$ cat config.mk
export PLATFORM = sky130hd
export DESIGN_NAME = pipe_hazard_ctrl_flat
export DESIGN_NICKNAME = d
export VERILOG_FILES = /design/src/rtl/pipe_pkg.sv /design/src/rtl/pipe_hazard_ctrl_if.sv /design/src/rtl/pipe_hazard_ctrl_hazard_detect.sv /design/src/rtl/pipe_hazard_ctrl.sv /design/src/flat_wrapper.sv
export SDC_FILE = /design/constraint.sdc
export NUM_CORES = 1
export LEC_CHECK = 0
export CAP_MARGIN = 15
export CORE_UTILIZATION = 41
export CTS_BUF_LIST = sky130_fd_sc_hd__clkbuf_16
export DETAILED_ROUTE_END_ITERATION = 10
export GPL_ROUTABILITY_DRIVEN = 0
export PLACE_DENSITY = 0.65
export SLEW_MARGIN = 20
export SYNTH_ARGS = -nofsm -noshare
export SYNTH_HDL_FRONTEND = slang
export SYNTH_HIERARCHICAL = 1
export SYNTH_SLANG_ARGS = --single-unit
$ cat constraint.sdc
create_clock -name clk -period 2.18 [get_ports clk]
set_clock_uncertainty 0.05 [all_clocks]
set_input_delay 0.436 -clock clk [delete_from_list [all_inputs] [get_ports clk]]
set_output_delay 0.436 -clock clk [all_outputs]
set_load 0.01 [all_outputs]
$ cat src/rtl/pipe_pkg.sv
// Shared pipeline control types and constants.
// Imported by the hazard sequencer and the detect unit.
package pipe_pkg;

    localparam int REG_W = 5;

    localparam logic [REG_W-1:0] ZERO_REG = '0;

    typedef enum logic [1:0] {
        RUN      = 2'd0,
        MEM_WAIT = 2'd1,
        ERR      = 2'd2
    } fsm_e;

endpackage

$ cat src/rtl/pipe_hazard_ctrl_if.sv
// Data-memory request/ready handshake.
// The master issues requests; the memory side answers with ready.
interface pipe_hazard_ctrl_if;

    logic dmem_req;
    logic dmem_ready;

    modport master (
        output dmem_req,
        input  dmem_ready
    );

    modport slave (
        input  dmem_req,
        output dmem_ready
    );

endinterface

$ cat src/rtl/pipe_hazard_ctrl_hazard_detect.sv
// Load-use hazard detection between the ID and EX stages.
// Purely combinational so it can be shared with forwarding logic.
module hazard_detect #(
    parameter int REG_W = pipe_pkg::REG_W
) (
    input  logic [REG_W-1:0] id_rs,
    input  logic [REG_W-1:0] id_rt,
    input  logic             idex_memread,
    input  logic [REG_W-1:0] idex_rt,
    output logic             load_use
);

    import pipe_pkg::*;

    logic rt_live;
    logic rt_hit;

    assign rt_live = idex_rt != REG_W'(ZERO_REG);
    assign rt_hit  = (idex_rt == id_rs)
                   | (idex_rt == id_rt);

    assign load_use = idex_memread
                    & rt_live
                    & rt_hit;

endmodule

$ cat src/rtl/pipe_hazard_ctrl.sv
// Stall/flush sequencer for the 5-stage pipeline.
// Resolves load-use, taken branch and dmem waits with a watchdog.
module pipe_hazard_ctrl #(
    parameter int REG_W    = pipe_pkg::REG_W,
    parameter int MAX_WAIT = 16,
    parameter int CNT_W    = 16
) (
    input  logic             clk,
    input  logic             rst,
    input  logic [REG_W-1:0] id_rs,
    input  logic [REG_W-1:0] id_rt,
    input  logic             idex_memread,
    input  logic [REG_W-1:0] idex_rt,
    input  logic             ex_branch_taken,
    input  logic             exmem_memop,
    pipe_hazard_ctrl_if.master dmem,
    output logic             pc_en,
    output logic             ifid_en,
    output logic             ifid_flush,
    output logic             idex_en,
    output logic             idex_flush,
    output logic             exmem_en,
    output logic             memwb_en,
    output logic             memwb_bubble,
    output logic [CNT_W-1:0] stall_cnt,
    output logic             err
);

    import pipe_pkg::*;

    localparam logic [15:0] WAIT_LAST =
        16'(MAX_WAIT - 1);

    fsm_e             fsm_q, fsm_d;
    logic [15:0]      wait_q, wait_d;
    logic [CNT_W-1:0] cnt_q, cnt_d;
    logic             err_q, err_d;

    logic load_use;
    logic mem_stall;
    logic use_run;

    hazard_detect #(
        .REG_W (REG_W)
    ) u_detect (
        .id_rs        (id_rs),
        .id_rt        (id_rt),
        .idex_memread (idex_memread),
        .idex_rt      (idex_rt),
        .load_use     (load_use)
    );

    assign mem_stall = exmem_memop & ~dmem.dmem_ready;

    // A ready beat in MEM_WAIT releases the pipe in the same cycle.
    assign use_run = (fsm_q == RUN)
                   | ((fsm_q == MEM_WAIT) & dmem.dmem_ready);

    always_comb begin
        fsm_d  = fsm_q;
        wait_d = wait_q;
        err_d  = err_q;

        pc_en         = 1'b1;
        ifid_en       = 1'b1;
        idex_en       = 1'b1;
        exmem_en      = 1'b1;
        memwb_en      = 1'b1;
        ifid_flush    = 1'b0;
        idex_flush    = 1'b0;
        memwb_bubble  = 1'b0;
        dmem.dmem_req = exmem_memop;

        if (use_run) begin
            if (fsm_q == MEM_WAIT) begin
                fsm_d  = RUN;
                wait_d = '0;
            end
            if (mem_stall) begin
                pc_en        = 1'b0;
                ifid_en      = 1'b0;
                idex_en      = 1'b0;
                exmem_en     = 1'b0;
                memwb_en     = 1'b0;
                memwb_bubble = 1'b1;
                fsm_d        = MEM_WAIT;
                wait_d       = 16'd1;
            end else if (ex_branch_taken) begin
                ifid_flush = 1'b1;
                idex_flush = 1'b1;
            end else if (load_use) begin
                pc_en      = 1'b0;
                ifid_en    = 1'b0;
                idex_flush = 1'b1;
            end
        end else begin
            pc_en        = 1'b0;
            ifid_en      = 1'b0;
            idex_en      = 1'b0;
            exmem_en     = 1'b0;
            memwb_en     = 1'b0;
            memwb_bubble = 1'b1;
            if (fsm_q == MEM_WAIT) begin
                dmem.dmem_req = 1'b1;
                if (wait_q == WAIT_LAST) begin
                    fsm_d = ERR;
                    err_d = 1'b1;
                end else begin
                    wait_d = wait_q + 16'd1;
                end
            end else begin
                dmem.dmem_req = 1'b0;
                err_d         = 1'b1;
            end
        end

        cnt_d = cnt_q;
        if (!pc_en && fsm_q != ERR && cnt_q != '1)
            cnt_d = cnt_q + CNT_W'(1);

        // Reset forces a safe frozen, flushed pipe and aborts dmem.
        if (rst) begin
            pc_en         = 1'b0;
            ifid_en       = 1'b0;
            idex_en       = 1'b0;
            exmem_en      = 1'b0;
            memwb_en      = 1'b0;
            ifid_flush    = 1'b1;
            idex_flush    = 1'b1;
            memwb_bubble  = 1'b1;
            dmem.dmem_req = 1'b0;
        end
    end

    always_ff @(posedge clk or posedge rst) begin
        if (rst) begin
            fsm_q  <= RUN;
            wait_q <= '0;
            cnt_q  <= '0;
            err_q  <= 1'b0;
        end else begin
            fsm_q  <= fsm_d;
            wait_q <= wait_d;
            cnt_q  <= cnt_d;
            err_q  <= err_d;
        end
    end

    assign stall_cnt = cnt_q;
    assign err       = err_q;

endmodule

$ cat src/flat_wrapper.sv
// flat-port wrapper written by rule: the top's interface ports become plain ports
module pipe_hazard_ctrl_flat import pipe_pkg::*;
#(
    parameter int REG_W    = pipe_pkg::REG_W,
    parameter int MAX_WAIT = 16,
    parameter int CNT_W    = 16
)
  (clk, rst, id_rs, id_rt, idex_memread, idex_rt, ex_branch_taken, exmem_memop, pc_en, ifid_en, ifid_flush, idex_en, idex_flush, exmem_en, memwb_en, memwb_bubble, stall_cnt, err, dmem_dmem_req, dmem_dmem_ready);
  pipe_hazard_ctrl_if dmem_i ();
  input  logic clk;
  input  logic rst;
  input  logic [REG_W-1:0] id_rs;
  input  logic [REG_W-1:0] id_rt;
  input  logic idex_memread;
  input  logic [REG_W-1:0] idex_rt;
  input  logic ex_branch_taken;
  input  logic exmem_memop;
  output logic pc_en;
  output logic ifid_en;
  output logic ifid_flush;
  output logic idex_en;
  output logic idex_flush;
  output logic exmem_en;
  output logic memwb_en;
  output logic memwb_bubble;
  output logic [CNT_W-1:0] stall_cnt;
  output logic err;
  output wire logic [$bits(dmem_i.dmem_req)-1:0] dmem_dmem_req;
  input wire logic [$bits(dmem_i.dmem_ready)-1:0] dmem_dmem_ready;
  assign dmem_dmem_req = dmem_i.dmem_req;
  assign dmem_i.dmem_ready = dmem_dmem_ready;
  pipe_hazard_ctrl #(.REG_W(REG_W), .MAX_WAIT(MAX_WAIT), .CNT_W(CNT_W)) u_core (.clk(clk), .rst(rst), .id_rs(id_rs), .id_rt(id_rt), .idex_memread(idex_memread), .idex_rt(idex_rt), .ex_branch_taken(ex_branch_taken), .exmem_memop(exmem_memop), .dmem(dmem_i), .pc_en(pc_en), .ifid_en(ifid_en), .ifid_flush(ifid_flush), .idex_en(idex_en), .idex_flush(idex_flush), .exmem_en(exmem_en), .memwb_en(memwb_en), .memwb_bubble(memwb_bubble), .stall_cnt(stall_cnt), .err(err));
endmodule
==> flow_summary.yaml, run 1 <==
power:
  pwr_density_cell_nw_per_um2: 666.5
  p_leak_nw: 1.343
  ir_drop_uv: 519.9
setup_path:
  path_common_cell: "buf_4"
  cp-start-kind: "input pin"
  r2r_start: "u_core/wait_q[0]"
  crit_slowest_cell: "nor3_1"
  cp.buffers_inverters: 5
  r2r_setup_slack_ps: 280
  cpPeakStageDelay_ps: 200
  worstPathArrival_ps: 2330
  rr_endpoint: "u_core/wait_q[4]"
  cp.depth: 14
  cp.required_ps: 2290
  cp_top_family: "buffers and inverters"
  r2r_cells: 6
  crit_fanout: 5
  crit_chain: "buf_4, xor2_1, nor3_1, nand3_1, a21oi_2, buf_4, nand2b_4, buf_6, buf_6, a21o_1, nor2_1, buf_4, nand4_1, xnor2_1"
  end_kind: "flop"
  path_class: "in2reg"
sta:
  min_period_over_period_pct: 102.0
  hold_violations: 0
  finalSetupViolCount: 8
  period_needed_ps: 2223
  tns_ps: -208.5
  fin_hold_ws_ps: 425.1
  slew_headroom_pct: 59.23
  max_freq_mhz: 449.9
  rsz0062_at_grt: "true"
  setup_ws_ps: -42.65
  final_max_slew_viol_count: 0
  worstMarginPinSlew_ps: 608.3
logic_synthesis:
  synth_edf_count: 0
  synth-seq-cells: 35
  async_flop_share_pct: 100.0
  ys_seq_area_share_pct: 42.04
  synth_cell_types: 49
  synth_warnings: 6
  synthCells: 225
  netlist_area_um2: 2083
  avgSynthCellArea_um2: 9.259
  syn-num-nets: 248
  synth-main-ff-cell: "dfrtp_1"
global_routing:
  met2_usage_pct: 36.11
  grt.total_usage_pct: 21.40
  grt_pass1_wl_um: 8818
  gr-total-overflow: 0
  grt.met3_usage_pct: 5.213
  grt_use_met1_pct: 26.89
  antenna_found_initial: 0
  busiest_layer: "met2"
  first_global_vias: 1921
  grt_max_degree: 36
cells_and_area:
  area_delta_synth_final_pct: 44.99
  final_util_pct: 62.70
  multiInputGateArea_um2: 1246
  num-fill-cells: 420
  fin_area_um2: 3020
  layout.nets: 321
  layout.cells.non_filler: 366
  diodes: 0
  drive_above_1_share_pct: 28.09
  seqCellArea_um2: 875.8
drt:
  via_per_inst: 5.292
  dr.pass1.iters: 4
  wl_per_cell_um: 14.10
  ant_nets: 0
  drc_errors: 0
  first_iter_violations: 94
  wl_um: 5162
  vias: 1937
die:
  core-area_um2: 4817
  rows: 25
  die_y_um: 73.28
  die_w_um: 73.28
  pin_count: 47
  initial_core_util_pct: 43.25
  dieArea_um2: 5370
clock_tree:
  clock_latency_ps: 280
  numCtsBuffers: 5
  htreeDepth: 2
  hold_buffers: 0
  cts.sinks: 35
  cts_buffer_depth: 2
  path_clk_slew_ps: 50
  root_buffer: "clkbuf_16"
  cts_tree: "yes"
min_path:
  hp-class: "reg2reg"
  worstHoldEndpoint: "u_core/err"
  hold_depth: 1
  hold_start: "u_core/err"
outcome:
  violations: "negative setup slack"
  status: "finished with violations"
placed_design:
  place_area_um2: 2749
  hpwl_um: 3556
  io_buffers: 46
  placed_cells: 352
job:
  drv_cap: 0
-- power breakdown --
group	switching [mW]	internal, mW
combinational	0.229	0.292
clock	0.271	0.417
sequential	0.0865	0.718
-- placed cells by master, fill, tap and decap left out, drive strengths merged, types with 2 or more instances in the layout --
cell and count:
clkbuf 9, nor2b 4, and4 4, a21o 4
nand2 17, nor3 5, nand2b 3, clkdlybuf4s15 3
nor4 3, a31oi 5, inv 5, o21ai 24
a21oi 10, o31ai 5, dfrtp 35, xnor2 11
clkdlybuf4s50 20, nand3 18, and3 5, buf 37
dlygate4sd2 10, ha 2, nor2 20, and2 5
or4 2, mux2 2, nand4 7, xor2 11
o21bai 2
-- logic make-up after synthesis --
family          share of synthesized area [%]
flops                                   42.04
mux                                     1.081
fa+ha+maj                               1.201
compound gates                          17.72
buf+inv                                 3.483
simple gates                            24.87
xor+xnor                                9.610
-- per-layer routing --
metal,part of all wire (%),routed length [um]
met5,0,0
met4,1.4,70
met3,3.4,177
met1,46,2385
met2,49,2529
-- state kept, by name, indices dropped and copies added (netlist names) --
signal	cells
u_core/fsm_q	2
u_core/err	1
u_core/wait_q	16
u_core/stall_cnt	16
-- worst max-delay path by stage --
stage | startpoint | endpoint
after floorplan | idex_rt[4] | u_core/stall_cnt[14]
after global placement | idex_rt[4] | ifid_en
after detailed placement | idex_rt[4] | ifid_en
after CTS | idex_rt[4] | u_core/stall_cnt[14]
after global routing | idex_rt[3] | u_core/stall_cnt[8]
final | idex_rt[0] | u_core/stall_cnt[8]
-- area by class of cell --
class	count	area share, %
clock buffers	5	4.142
repair buffers	75	21.79
well taps	67	2.775
multi-input cells	177	41.26
inverters	4	0.4971
flip-flops and latches	35	29.00
clock inverters	3	0.5385
-- stage by stage --
step	power [mW]	worst slack, ps
final	2.013	-42.65
after global routing	2.138	-176.0
after CTS	2.019	-134.8
after detailed placement	1.302	-711.2
after global placement	1.298	-678.5
after floorplan	1.036	35.94
-- synthesized netlist by cell type, drive strengths merged, types with 2 or more instances --
master	n	area share, %
or4	2	0.90
nand2b	3	1.3
mux2	2	1.1
nand2	17	3.2
and2	5	1.5
nor2	20	3.7
xor2	11	4.6
inv	4	0.72
nor2b	4	1.2
o21bai	2	1.3
and4	4	1.8
a31oi	5	1.5
clkbuf	3	0.54
o21ai	24	5.8
xnor2	11	5.0
dfrtp	35	42
and3	5	1.8
nor4	3	0.90
a21oi	10	2.9
a21o	4	1.4
nor3	5	1.4
nand3	18	4.3
nand4	7	2.4
buf	6	2.2
ha	2	1.2
o31ai	5	1.8
-- timing repair --
action | in CTS | in global routing
buffers inserted | 3 | 3
endpoints found under the setup margin | 25 | 21
resized for setup | 74 | 18
pin swaps | 27 | 18
Note: power is estimated with default switching activity, not from simulation.
==> run 2, diff against run 1 <==
- CTS_CLUSTER_SIZE: unset -> 28
- DONT_BUFFER_PORTS: unset -> 1
- PLACE_DENSITY: 0.65 -> 0.53
- SLEW_MARGIN: 20 -> unset
==> flow_summary.yaml, run 2 (synthesis results as in run 1) <==
power:
  ir_drop_uv: 338.1
  p_leak_nw: 0.9912
  pwr_density_cell_nw_per_um2: 765.7
die:
  core-area_um2: 4817
  die_y_um: 73.28
  rows: 25
  die_w_um: 73.28
  initial_core_util_pct: 43.25
  pin_count: 47
  dieArea_um2: 5370
cells_and_area:
  layout.nets: 254
  drive_above_1_share_pct: 13.79
  multiInputGateArea_um2: 1142
  fin_area_um2: 2313
  mostFrequentLayoutCells: "dfrtp_1 (35), o21ai_0 (21), nor2_1 (19)"
  layout.cells.non_filler: 299
  diodes: 0
  layout_commonest_cell: "dfrtp_1"
  seqCellArea_um2: 875.8
  num-fill-cells: 484
  area_delta_synth_final_pct: 11.05
clock_tree:
  clock_latency_ps: 280
  numCtsBuffers: 5
  hold_buffers: 0
  cts_buffer_depth: 2
  root_buffer: "clkbuf_16"
  path_clk_slew_ps: 50
  cts_setup_buffers: 0
  htreeDepth: 2
  cts.sinks: 35
  cts_tree: "yes"
  ctsResizeCount: 0
global_routing:
  grt.total_usage_pct: 19.00
  first_global_vias: 1739
  antenna_found_initial: 0
  grt_pass1_wl_um: 7803
  gr-total-overflow: 0
  grt_max_degree: 36
placed_design:
  hpwl_um: 3368
  place_area_um2: 2176
  io_buffers: 0
  placed_cells: 291
drt:
  first_iter_violations: 123
  drc_errors: 0
  dr.pass1.iters: 4
  via_per_inst: 5.702
  vias: 1705
  wl_per_cell_um: 15.51
  wl_um: 4637
  ant_nets: 0
sta:
  min_period_over_period_pct: 94.03
  finalSetupViolCount: 0
  tns_ps: 0
  hold_violations: 0
  slew_headroom_pct: 60.04
  worstMarginPinSlew_ps: 596.1
  final_max_slew_viol_count: 0
  period_needed_ps: 2050
  max_freq_mhz: 487.8
setup_path:
  crit_chain: "nor2_2, nor2_1, nor3_1, and2_2"
  crit_slowest_cell: "dfrtp_1"
  end_kind: "output pin"
  crit_fanout: 9
  cp.required_ps: 1690
  worstPathArrival_ps: 1560
  cpPeakStageDelay_ps: 470
  path_class: "reg2out"
  cp-start-kind: "flop"
outcome:
  status: "complete, no violations"
min_path:
  hp-class: "in2async"
job:
  drv_cap: 0
run 2: through the flow:
step	power [mW]	util (%)	setup slack, ps	hold slack (ps)
2_1_floorplan	1.036	-	35.94	396.0
3_3_place_gp	1.117	45.17	29.34	403.4
3_5_place_dp	1.126	45.17	-20.22	414.0
4_1_cts	1.793	48.00	74.89	125.1
5_1_grt	1.863	48.03	-1.247	149.9
6_report	1.771	48.03	130.2	107.9
run 2: area by class of cell:
type	instances	area share [%]
clock buffer	5	5.408
tap	67	3.624
inverter	4	0.6490
clock inverter	3	0.4867
sequential	35	37.86
timing repair buffer	8	2.596
multi-input combinational	177	49.38
run 2: layer usage:
metal	up-vias	global-route usage (%)	wire length [um]
li1	827	-	-
met1	831	21.19	1944
met2	39	33.13	2422
met3	8	6.036	219
met4	0	8.279	50
met5	-	0	0
run 2: critical path: cells and delay by family (launching register included):
family | cells | cell delay [ps]
flip-flops | 1 | 470
AND/OR/NAND/NOR | 4 | 830
run 2: path summary, 6_finish.rpt:
check	from	endpoint	slack, ps	cells past startpoint
worst max-delay path	u_core/fsm_q[0]	pc_en	130	4
worst min-delay path	rst	u_core/wait_q[1]	110	2
worst max register to register	u_core/wait_q[4]	u_core/wait_q[7]	210	5
worst min register to register	u_core/wait_q[15]	u_core/wait_q[15]	430	1
max in group asynchronous	rst	u_core/stall_cnt[0]	1650	2
min in group clk	dmem_dmem_ready	u_core/fsm_q[0]	230	1
run 2: power breakdown:
group          internal, mW  switching, mW  leakage, nW
combinational         0.129          0.153        0.449
sequential            0.718          0.111        0.472
clock                 0.411          0.249       0.0701
total                  1.26          0.513        0.991
==> run 3, diff against run 2 <==
- CORE_UTILIZATION: 41 -> 52
- PLACE_DENSITY: 0.53 -> 0.65
==> flow_summary.yaml, run 3 (synthesis results as in run 1) <==
outcome:
  status: "complete, no violations"
clock_tree:
  cts.sinks: 35
  cts_buffer_depth: 2
  path_clk_slew_ps: 50
  numCtsBuffers: 5
  root_buffer: "clkbuf_16"
  cts_setup_buffers: 0
  cts_tree: "yes"
  clock_latency_ps: 270
  htreeDepth: 2
sta:
  final_max_slew_viol_count: 0
  slew_headroom_pct: 63.34
  hold_violations: 0
  max_freq_mhz: 490.5
  period_needed_ps: 2039
  tns_ps: 0
  finalSetupViolCount: 0
  worstMarginPinSlew_ps: 546.9
  min_period_over_period_pct: 93.52
  rsz0062_at_grt: "false"
setup_path:
  r2r_start: "u_core/stall_cnt[4]"
  crit_chain: "or4_1, o21ai_1, a21oi_2, nand2b_4, and2_1"
  r2r_cells: 5
  path_class: "in2out"
  worstPathArrival_ps: 1550
  cp_top_family: "simple AND/OR/NAND/NOR gates"
  cp-start-kind: "input pin"
  cp.buffers_inverters: 0
  r2r_setup_slack_ps: 250
  rr_endpoint: "u_core/stall_cnt[14]"
  crit_fanout: 6
  end_kind: "output pin"
  crit_slowest_cell: "or4_1"
  cpPeakStageDelay_ps: 520
  cp.required_ps: 1690
cells_and_area:
  drive_above_1_share_pct: 14.10
  area_delta_synth_final_pct: 10.75
  fin_area_um2: 2307
  layout_commonest_cell: "dfrtp_1"
  layout.cells.non_filler: 282
  diodes: 0
  layout.nets: 256
  final_util_pct: 61.63
  num-fill-cells: 345
  multiInputGateArea_um2: 1141
  seqCellArea_um2: 875.8
  mostFrequentLayoutCells: "dfrtp_1 (35), o21ai_0 (21), nor2_1 (19)"
power:
  p_sw_uw: 515.8
  ir_drop_uv: 465.6
  seqPwrFrac_pct: 46.7
  p_int_mw: 1.264
  p_leak_nw: 1.005
  clockPowerShare_pct: 36.9
  switching_share_pct: 28.98
  finalPower_mw: 1.780
  comb_power_share_pct: 16.4
  pwr_density_cell_nw_per_um2: 771.3
placed_design:
  placed_cells: 273
  hpwl_um: 3223
  place_area_um2: 2160
  io_buffers: 0
drt:
  first_iter_violations: 120
  routed-wl-met3_um: 224
  wl_um: 4498
  via_per_inst: 6.156
  ant_nets: 0
  drt-met1-wl_um: 1948
  vias: 1736
  drc_errors: 0
  dr.pass1.iters: 4
  wl_per_cell_um: 15.95
  routed.top_layer: "met4"
  route.met2.wl_um: 2238
die:
  dieArea_um2: 4263
  rows: 22
  die_w_um: 65.30
  die_y_um: 65.30
  core-area_um2: 3744
  initial_core_util_pct: 55.65
  pin_count: 47
min_path:
  hold_start: "dmem_dmem_ready"
  worstHoldEndpoint: "u_core/fsm_q[0]"
  hold_depth: 1
  hp-class: "in2reg"
global_routing:
  antenna_found_initial: 0
  grt.total_usage_pct: 24.08
  grt_max_degree: 35
  first_global_vias: 1765
  grt_pass1_wl_um: 7755
  gr-total-overflow: 0
job:
  drv_cap: 0
## run 3: area by class of cell
| class | count | share of cell area [%] |
|---|---|---|
| timing repair buffer | 10 | 3.362 |
| sequential | 35 | 37.96 |
| inverter | 4 | 0.6508 |
| clock inverter | 3 | 0.5423 |
| tap | 48 | 2.603 |
| multi-input combinational | 177 | 49.46 |
| clock buffer | 5 | 5.423 |
## run 3: power by group through the flow
stage,clock network (mW),registers (mW),logic [mW]
after global placement,0,0.835,0.279
after floorplan,0,0.826,0.210
after global routing,0.719,0.840,0.323
final,0.657,0.830,0.292
after CTS,0.679,0.830,0.294
after detailed placement,0,0.841,0.291
## run 3: metrics by stage
step	hold WS, ps	setup slack (ps)
2_1_floorplan	396.0	35.94
3_3_place_gp	124.9	31.56
3_5_place_dp	128.8	-33.70
4_1_cts	215.3	141.8
5_1_grt	219.5	36.00
6_report	218.1	141.3
## run 3: repair_timing
item,in CTS,in global routing
hold endpoints to repair,1,0
hold buffers,1,0
resized for setup,0,0
## run 3: worst max-delay path by stage
stage	startpoint	endpoint	cells past startpoint
after floorplan	idex_rt[4]	u_core/stall_cnt[14]	9
after global placement	idex_rt[4]	u_core/stall_cnt[14]	9
after detailed placement	idex_rt[4]	u_core/stall_cnt[14]	9
after CTS	idex_rt[1]	pc_en	5
after global routing	u_core/fsm_q[0]	idex_flush	5
final	idex_rt[1]	pc_en	5
## run 3: routing by layer
layer / GRT usage, % / vias to the layer above
li1: - / 833
met1: 27.26 / 849
met3: 7.465 / 11
met4: 10.33 / 0
met5: 0 / -
met2: 41.49 / 43
